$ cat src/rtl/spi_slave_if.sv
// SPI slave bus: serial pins plus the parallel RAM-side handshake.
// SPI_SLAVE_CMD_CHK_EN adds the cmd_err strobe.
interface spi_slave_if #(
  parameter int unsigned DATA_W = 8
);
  logic              SS_n;
  logic              MOSI;
  logic              MISO;
  logic [DATA_W+1:0] rx_data;
  logic              rx_valid;
  logic [DATA_W-1:0] tx_data;
  logic              tx_valid;
`ifdef SPI_SLAVE_CMD_CHK_EN
  logic              cmd_err;
`endif

  modport slave (
    input  SS_n, MOSI, tx_data, tx_valid,
    output MISO, rx_data, rx_valid
`ifdef SPI_SLAVE_CMD_CHK_EN
    , output cmd_err
`endif
  );

  modport master (
    output SS_n, MOSI, tx_data, tx_valid,
    input  MISO, rx_data, rx_valid
`ifdef SPI_SLAVE_CMD_CHK_EN
    , input cmd_err
`endif
  );
endinterface

$ cat src/rtl/spi_slave.sv
// SPI slave front end for the single-port RAM: 10-bit MOSI frames in, 8-bit MISO read bursts out.
// Optional command check and cmd_err output enabled by SPI_SLAVE_CMD_CHK_EN.
module spi_slave #(
  parameter int unsigned DATA_W = 8
) (
  input logic       clk,
  input logic       rst_n,
  spi_slave_if.slave bus
);
  localparam int unsigned FRAME_W = DATA_W + 2;
  localparam int unsigned SHIFT_W = FRAME_W - 1;
  localparam int unsigned CNT_W   = 4;
  localparam int unsigned TXC_W   = $clog2(DATA_W);

  typedef enum logic [2:0] {IDLE, CHK_CMD, WRITE, READ_ADD, READ_DATA} state_t;
  // Sub-phase inside the three frame states
  typedef enum logic [1:0] {PH_RX, PH_WAIT, PH_BURST, PH_HOLD} phase_t;

  state_t             state_q, state_d;
  phase_t             phase_q, phase_d;
  logic [CNT_W-1:0]   cnt_q, cnt_d;
  logic [TXC_W-1:0]   tx_cnt_q, tx_cnt_d;
  logic [SHIFT_W-1:0] shift_q, shift_d;
  logic [FRAME_W-1:0] rx_data_q, rx_data_d;
  logic               rx_valid_q, rx_valid_d;
  logic               miso_q, miso_d;
  logic               rd_addr_flag_q, rd_addr_flag_d;
`ifdef SPI_SLAVE_CMD_CHK_EN
  logic               cmd_err_q, cmd_err_d;
`endif

  logic [FRAME_W-1:0] frame_c;
  logic               frame_ok_c;

  // Complete frame as it would stand after the current MOSI bit is taken
  assign frame_c = {shift_q, bus.MOSI};

`ifdef SPI_SLAVE_CMD_CHK_EN
  always_comb begin
    frame_ok_c = 1'b1;
    case (state_q)
      READ_ADD:  frame_ok_c = ~frame_c[FRAME_W-2];
      READ_DATA: frame_ok_c = frame_c[FRAME_W-2];
      WRITE:     frame_ok_c = ~frame_c[FRAME_W-1];
      default:   frame_ok_c = 1'b1;
    endcase
  end
`else
  assign frame_ok_c = 1'b1;
`endif

  always_comb begin
    state_d        = state_q;
    phase_d        = phase_q;
    cnt_d          = cnt_q;
    tx_cnt_d       = tx_cnt_q;
    shift_d        = shift_q;
    rx_data_d      = rx_data_q;
    rx_valid_d     = 1'b0;
    miso_d         = miso_q;
    rd_addr_flag_d = rd_addr_flag_q;
`ifdef SPI_SLAVE_CMD_CHK_EN
    cmd_err_d      = 1'b0;
`endif
    if (bus.SS_n) begin
      // Deselect aborts whatever is in flight; the read-address flag survives
      state_d  = IDLE;
      phase_d  = PH_RX;
      cnt_d    = '0;
      tx_cnt_d = '0;
      shift_d  = '0;
      miso_d   = 1'b0;
    end else begin
      case (state_q)
        IDLE: state_d = CHK_CMD;
        CHK_CMD: begin
          shift_d = SHIFT_W'(bus.MOSI);
          cnt_d   = CNT_W'(FRAME_W - 2);
          phase_d = PH_RX;
          if (!bus.MOSI)          state_d = WRITE;
          else if (rd_addr_flag_q) state_d = READ_DATA;
          else                     state_d = READ_ADD;
        end
        WRITE, READ_ADD, READ_DATA: begin
          case (phase_q)
            PH_RX: begin
              shift_d = frame_c[SHIFT_W-1:0];
              if (cnt_q != '0) begin
                cnt_d = cnt_q - CNT_W'(1);
              end else begin
                phase_d = PH_HOLD;
                if (frame_ok_c) begin
                  rx_data_d  = frame_c;
                  rx_valid_d = 1'b1;
                  if (state_q == READ_ADD) rd_addr_flag_d = 1'b1;
                  if (state_q == READ_DATA) begin
                    rd_addr_flag_d = 1'b0;
                    phase_d        = PH_WAIT;
                  end
                end
`ifdef SPI_SLAVE_CMD_CHK_EN
                else begin
                  cmd_err_d = 1'b1;
                end
`endif
              end
            end
            PH_WAIT: begin
              if (bus.tx_valid) begin
                shift_d  = SHIFT_W'(bus.tx_data);
                miso_d   = bus.tx_data[DATA_W-1];
                tx_cnt_d = TXC_W'(DATA_W - 1);
                phase_d  = PH_BURST;
              end
            end
            PH_BURST: begin
              if (tx_cnt_q != '0) begin
                miso_d   = shift_q[DATA_W-2];
                shift_d  = shift_q << 1;
                tx_cnt_d = tx_cnt_q - TXC_W'(1);
              end else begin
                miso_d  = 1'b0;
                phase_d = PH_HOLD;
              end
            end
            default: phase_d = phase_q;
          endcase
        end
        default: state_d = IDLE;
      endcase
    end
  end

  always_ff @(posedge clk or negedge rst_n) begin
    if (!rst_n) begin
      state_q        <= IDLE;
      phase_q        <= PH_RX;
      cnt_q          <= '0;
      tx_cnt_q       <= '0;
      shift_q        <= '0;
      rx_data_q      <= '0;
      rx_valid_q     <= 1'b0;
      miso_q         <= 1'b0;
      rd_addr_flag_q <= 1'b0;
`ifdef SPI_SLAVE_CMD_CHK_EN
      cmd_err_q      <= 1'b0;
`endif
    end else begin
      state_q        <= state_d;
      phase_q        <= phase_d;
      cnt_q          <= cnt_d;
      tx_cnt_q       <= tx_cnt_d;
      shift_q        <= shift_d;
      rx_data_q      <= rx_data_d;
      rx_valid_q     <= rx_valid_d;
      miso_q         <= miso_d;
      rd_addr_flag_q <= rd_addr_flag_d;
`ifdef SPI_SLAVE_CMD_CHK_EN
      cmd_err_q      <= cmd_err_d;
`endif
    end
  end

  assign bus.MISO     = miso_q;
  assign bus.rx_data  = rx_data_q;
  assign bus.rx_valid = rx_valid_q;
`ifdef SPI_SLAVE_CMD_CHK_EN
  assign bus.cmd_err  = cmd_err_q;
`endif
endmodule

$ cat src/flat_wrapper.sv
// flat-port wrapper written by rule: the top's interface ports become plain ports
module spi_slave_flat 
#(
  parameter int unsigned DATA_W = 8
)
  (clk, rst_n, bus_SS_n, bus_MOSI, bus_tx_data, bus_tx_valid, bus_MISO, bus_rx_data, bus_rx_valid);
  spi_slave_if #(.DATA_W(DATA_W)) bus_i ();
  input logic clk;
  input logic rst_n;
  input wire logic [$bits(bus_i.SS_n)-1:0] bus_SS_n;
  input wire logic [$bits(bus_i.MOSI)-1:0] bus_MOSI;
  input wire logic [$bits(bus_i.tx_data)-1:0] bus_tx_data;
  input wire logic [$bits(bus_i.tx_valid)-1:0] bus_tx_valid;
  output wire logic [$bits(bus_i.MISO)-1:0] bus_MISO;
  output wire logic [$bits(bus_i.rx_data)-1:0] bus_rx_data;
  output wire logic [$bits(bus_i.rx_valid)-1:0] bus_rx_valid;
  assign bus_i.SS_n = bus_SS_n;
  assign bus_i.MOSI = bus_MOSI;
  assign bus_i.tx_data = bus_tx_data;
  assign bus_i.tx_valid = bus_tx_valid;
  assign bus_MISO = bus_i.MISO;
  assign bus_rx_data = bus_i.rx_data;
  assign bus_rx_valid = bus_i.rx_valid;
  spi_slave #(.DATA_W(DATA_W)) u_core (.clk(clk), .rst_n(rst_n), .bus(bus_i));
endmodule
$ cat config.mk
export PLATFORM = sky130hd
export DESIGN_NAME = spi_slave_flat
export DESIGN_NICKNAME = d
export VERILOG_FILES = /design/src/rtl/spi_slave_if.sv /design/src/rtl/spi_slave.sv /design/src/flat_wrapper.sv
export SDC_FILE = /design/constraint.sdc
export NUM_CORES = 1
export LEC_CHECK = 0
export CORE_UTILIZATION = 58
export CTS_CLUSTER_SIZE = 25
export DETAILED_ROUTE_END_ITERATION = 10
export HOLD_SLACK_MARGIN = 0.06
export PLACE_DENSITY = 0.92
export REMOVE_ABC_BUFFERS = 1
export SLEW_MARGIN = 20
export SYNTH_ARGS = -nofsm -noshare
export SYNTH_HDL_FRONTEND = slang
export SYNTH_SLANG_ARGS = --single-unit
$ cat constraint.sdc
create_clock -name clk -period 3.9 [get_ports clk]
set_clock_uncertainty 0.2 [all_clocks]
set_input_delay 0.39 -clock clk [delete_from_list [all_inputs] [get_ports clk]]
set_output_delay 0.39 -clock clk [all_outputs]
set_load 0.005 [all_outputs]
==> out/results.txt <==
Status -> finished, final reports clean
Die W -> 58.28 um
Clock tree sinks -> 34
Max Slew Vio Count -> 0
DRT iter0 DRCs -> 86
Final net count -> 214
Largest cells by area after synthesis -> dfrtp_1 46%, mux2_2 12%, ha_1 4.1%
Synth Register Bits -> 34
VDD IR-drop max -> 273.2 uV
Tot GR Track Use -> 25.75%
Die area -> 0.003396 mm2
DR WL/cell -> 16.00 um
Port bufs -> 24
FF-to-FF End -> u_core.phase_q[1]$_DFFE_PN0P_
Crit end category -> register
Count of different cell masters after synthesis -> 49
Placer Congestion -> 0.8502
Die extent in y -> 58.28 um
Asr flop ratio synth -> 100.0%
Max FO, Critical Path -> 14
Antenna diodes -> 0
Ys flop type -> dfrtp_1
# DRC -> 0
Top-level I/O count -> 25
# setup viols final -> 0
Reg2reg setup slack -> 1550 ps
Dpl hpwl -> 2771 um
Vias in the first global route -> 1,459
Post_cts resized -> 0
EDFF count, synth -> 0
GR Overflow Total -> 0
Post-synthesis area per instance -> 10.87 um2
Yosys top cell area share -> 46.32%
Tcrit/Tclk final -> 60.52%
Reg clk slew, reported paths -> 110 ps
Layout fillers -> 219
Leak -> 0.0009308 uW
RR Startpoint -> u_core.state_q[1]$_DFFE_PN0P_
Gate Count Post-Synth -> 169
Pin count of the biggest net entering global routing -> 35
Critical path data arrival time -> 2390 ps
Synth area leader -> dfrtp_1
H-tree levels -> 2
Crit start category -> primary input
WP data required -> 3930 ps
Critical path type -> primary input to register
Area of the multi-input gates -> 893.4 um2
Share of cells above drive strength 1 -> 19.49%
Worst skew pair latency -> 340 ps
HP Class -> primary input to async pin
CTS tree -> done
CTS root buffer -> clkbuf_4
First-pass GRT wire length -> 6541 um
Finished layout cell area -> 0.002141 mm2
Worst-case clock buffer depth -> 2
Router iterations before antenna repair -> 7
Site row count -> 20
WL final -> 3823 um
Max-Cap Viols -> 0
Final core occ -> 70.70%
Post-CTS setup buffers -> 0
Slew of the pin with the lowest slew margin -> 904.9 ps
FF-to-FF path depth -> 4
Vias per cell -> 6.046
Sequential area share after synthesis -> 46.32%
Worst rel slew slack -> 39.55%
Via count -> 1,445
Achievable Freq -> 423.7 MHz
Top-count cell post-synth -> dfrtp_1
Hold Vio Cnt, Final -> 0
DP Area -> 0.002088 mm2
Area growth from synthesis to layout -> 16.55%
Initial Utilization -> 60.66%
Netlist Area Pre-Place -> 0.001837 mm2
Area of the core -> 0.003028 mm2
Setup TNS -> 0 ps
DRT antenna net count -> 0
Number of CTS-inserted buffers -> 5
Register Area -> 850.8 um2
Initial antenna violation count -> 0
Number of synthesis warnings -> 0
Pwr Density -> 403.7 mW/mm2
Final min period -> 2360 ps
Synth top cells by count -> 34 x dfrtp_1, 19 x mux2_2, 17 x nor2_1
Hold buffers post-CTS -> 0
Unrepaired setup endpoints after global routing -> no
-- state kept, by name, summed over array words and instances, names as in the netlist --
name / count
u_core.state_q: 3
u_core.rd_addr_flag_q: 1
u_core.cnt_q: 4
u_core.bus.rx_valid: 1
u_core.tx_cnt_q: 3
u_core.phase_q: 2
u_core.bus.rx_data: 10
u_core.bus.MISO: 1
u_core.shift_q: 9
-- critical path, cell delays in order --
cell	delay, ps
clkdlybuf4s50_1	660
o21bai_1	510
nor2_4	440
mux2_2	390
-- cells by family (layout without fill, tap and decap cells) --
kind of cell,Yosys count,in the layout,synth area share (%)
XOR/XNOR,1,1,0.4769
AO/OA/AOI/OAI,42,42,16.76
flip-flops,34,34,46.32
multiplexers,20,20,12.19
buffers and inverters,17,43,5.041
adder cells (fa/ha/maj),7,7,4.632
AND/OR/NAND/NOR,48,48,14.58
-- layer usage --
metal	global-route usage (%)	vias up	routed length (um)
li1	-	654	-
met3	6.920	12	197
met5	0	-	0
met1	30.89	723	1543
met2	44.33	56	2005
met4	9.524	0	78
-- layout by cell type (no fill, tap or decap), types with 4 or more instances in the layout --
| cell type | count |
|---|---|
| a21oi_1 | 5 |
| dfrtp_1 | 34 |
| clkdlybuf4s50_1 | 24 |
| nor2_1 | 17 |
| a22oi_1 | 8 |
| mux2_2 | 19 |
| o21ai_0 | 7 |
| nand2_1 | 6 |
| clkbuf_4 | 5 |
| ha_1 | 6 |
| inv_1 | 11 |
| nand2b_1 | 4 |
-- power breakdown --
part | switching [uW] | internal [uW] | total, uW
registers | 28.3 | 385 | 413
logic | 141 | 125 | 266
clock network | 118 | 66.5 | 185
-- worst max path at each step --
stage                                             start                           endpoint  cells after the start
final                                          bus_SS_n  u_core.bus.rx_data[8]$_DFFE_PN0P_                      4
after global placement                         bus_SS_n  u_core.bus.rx_data[2]$_DFFE_PN0P_                      4
after CTS                 u_core.state_q[1]$_DFFE_PN0P_      u_core.phase_q[1]$_DFFE_PN0P_                      4
after global routing      u_core.state_q[1]$_DFFE_PN0P_      u_core.phase_q[1]$_DFFE_PN0P_                      4
after detailed placement                       bus_SS_n  u_core.bus.rx_data[7]$_DFFE_PN0P_                      4
after floorplan           u_core.state_q[0]$_DFFE_PN0P_  u_core.bus.rx_data[0]$_DFFE_PN0P_                      4
-- area by class of cell --
class / instances / share of cell area (%)
clock buffer: 5 / 1.753
clock inverter: 2 / 0.7013
inverter: 11 / 1.929
multi-input combinational: 118 / 41.73
sequential: 34 / 39.74
tap: 44 / 2.572
timing repair buffer: 25 / 11.57
-- metrics by stage --
step | setup slack, ps | hold slack (ps) | cells | power, uW
6_report | 1540 | 241.7 | 239 | 864.2
4_1_cts | 1556 | 241.0 | 239 | 869.3
2_1_floorplan | 1934 | -105.6 | 163 | 585.6
3_5_place_dp | 1194 | 296.0 | 232 | 682.9
3_3_place_gp | 1267 | 289.1 | 232 | 665.3
5_1_grt | 1409 | 265.0 | 239 | 916.5
Note: power is estimated with default switching activity, not from simulation.
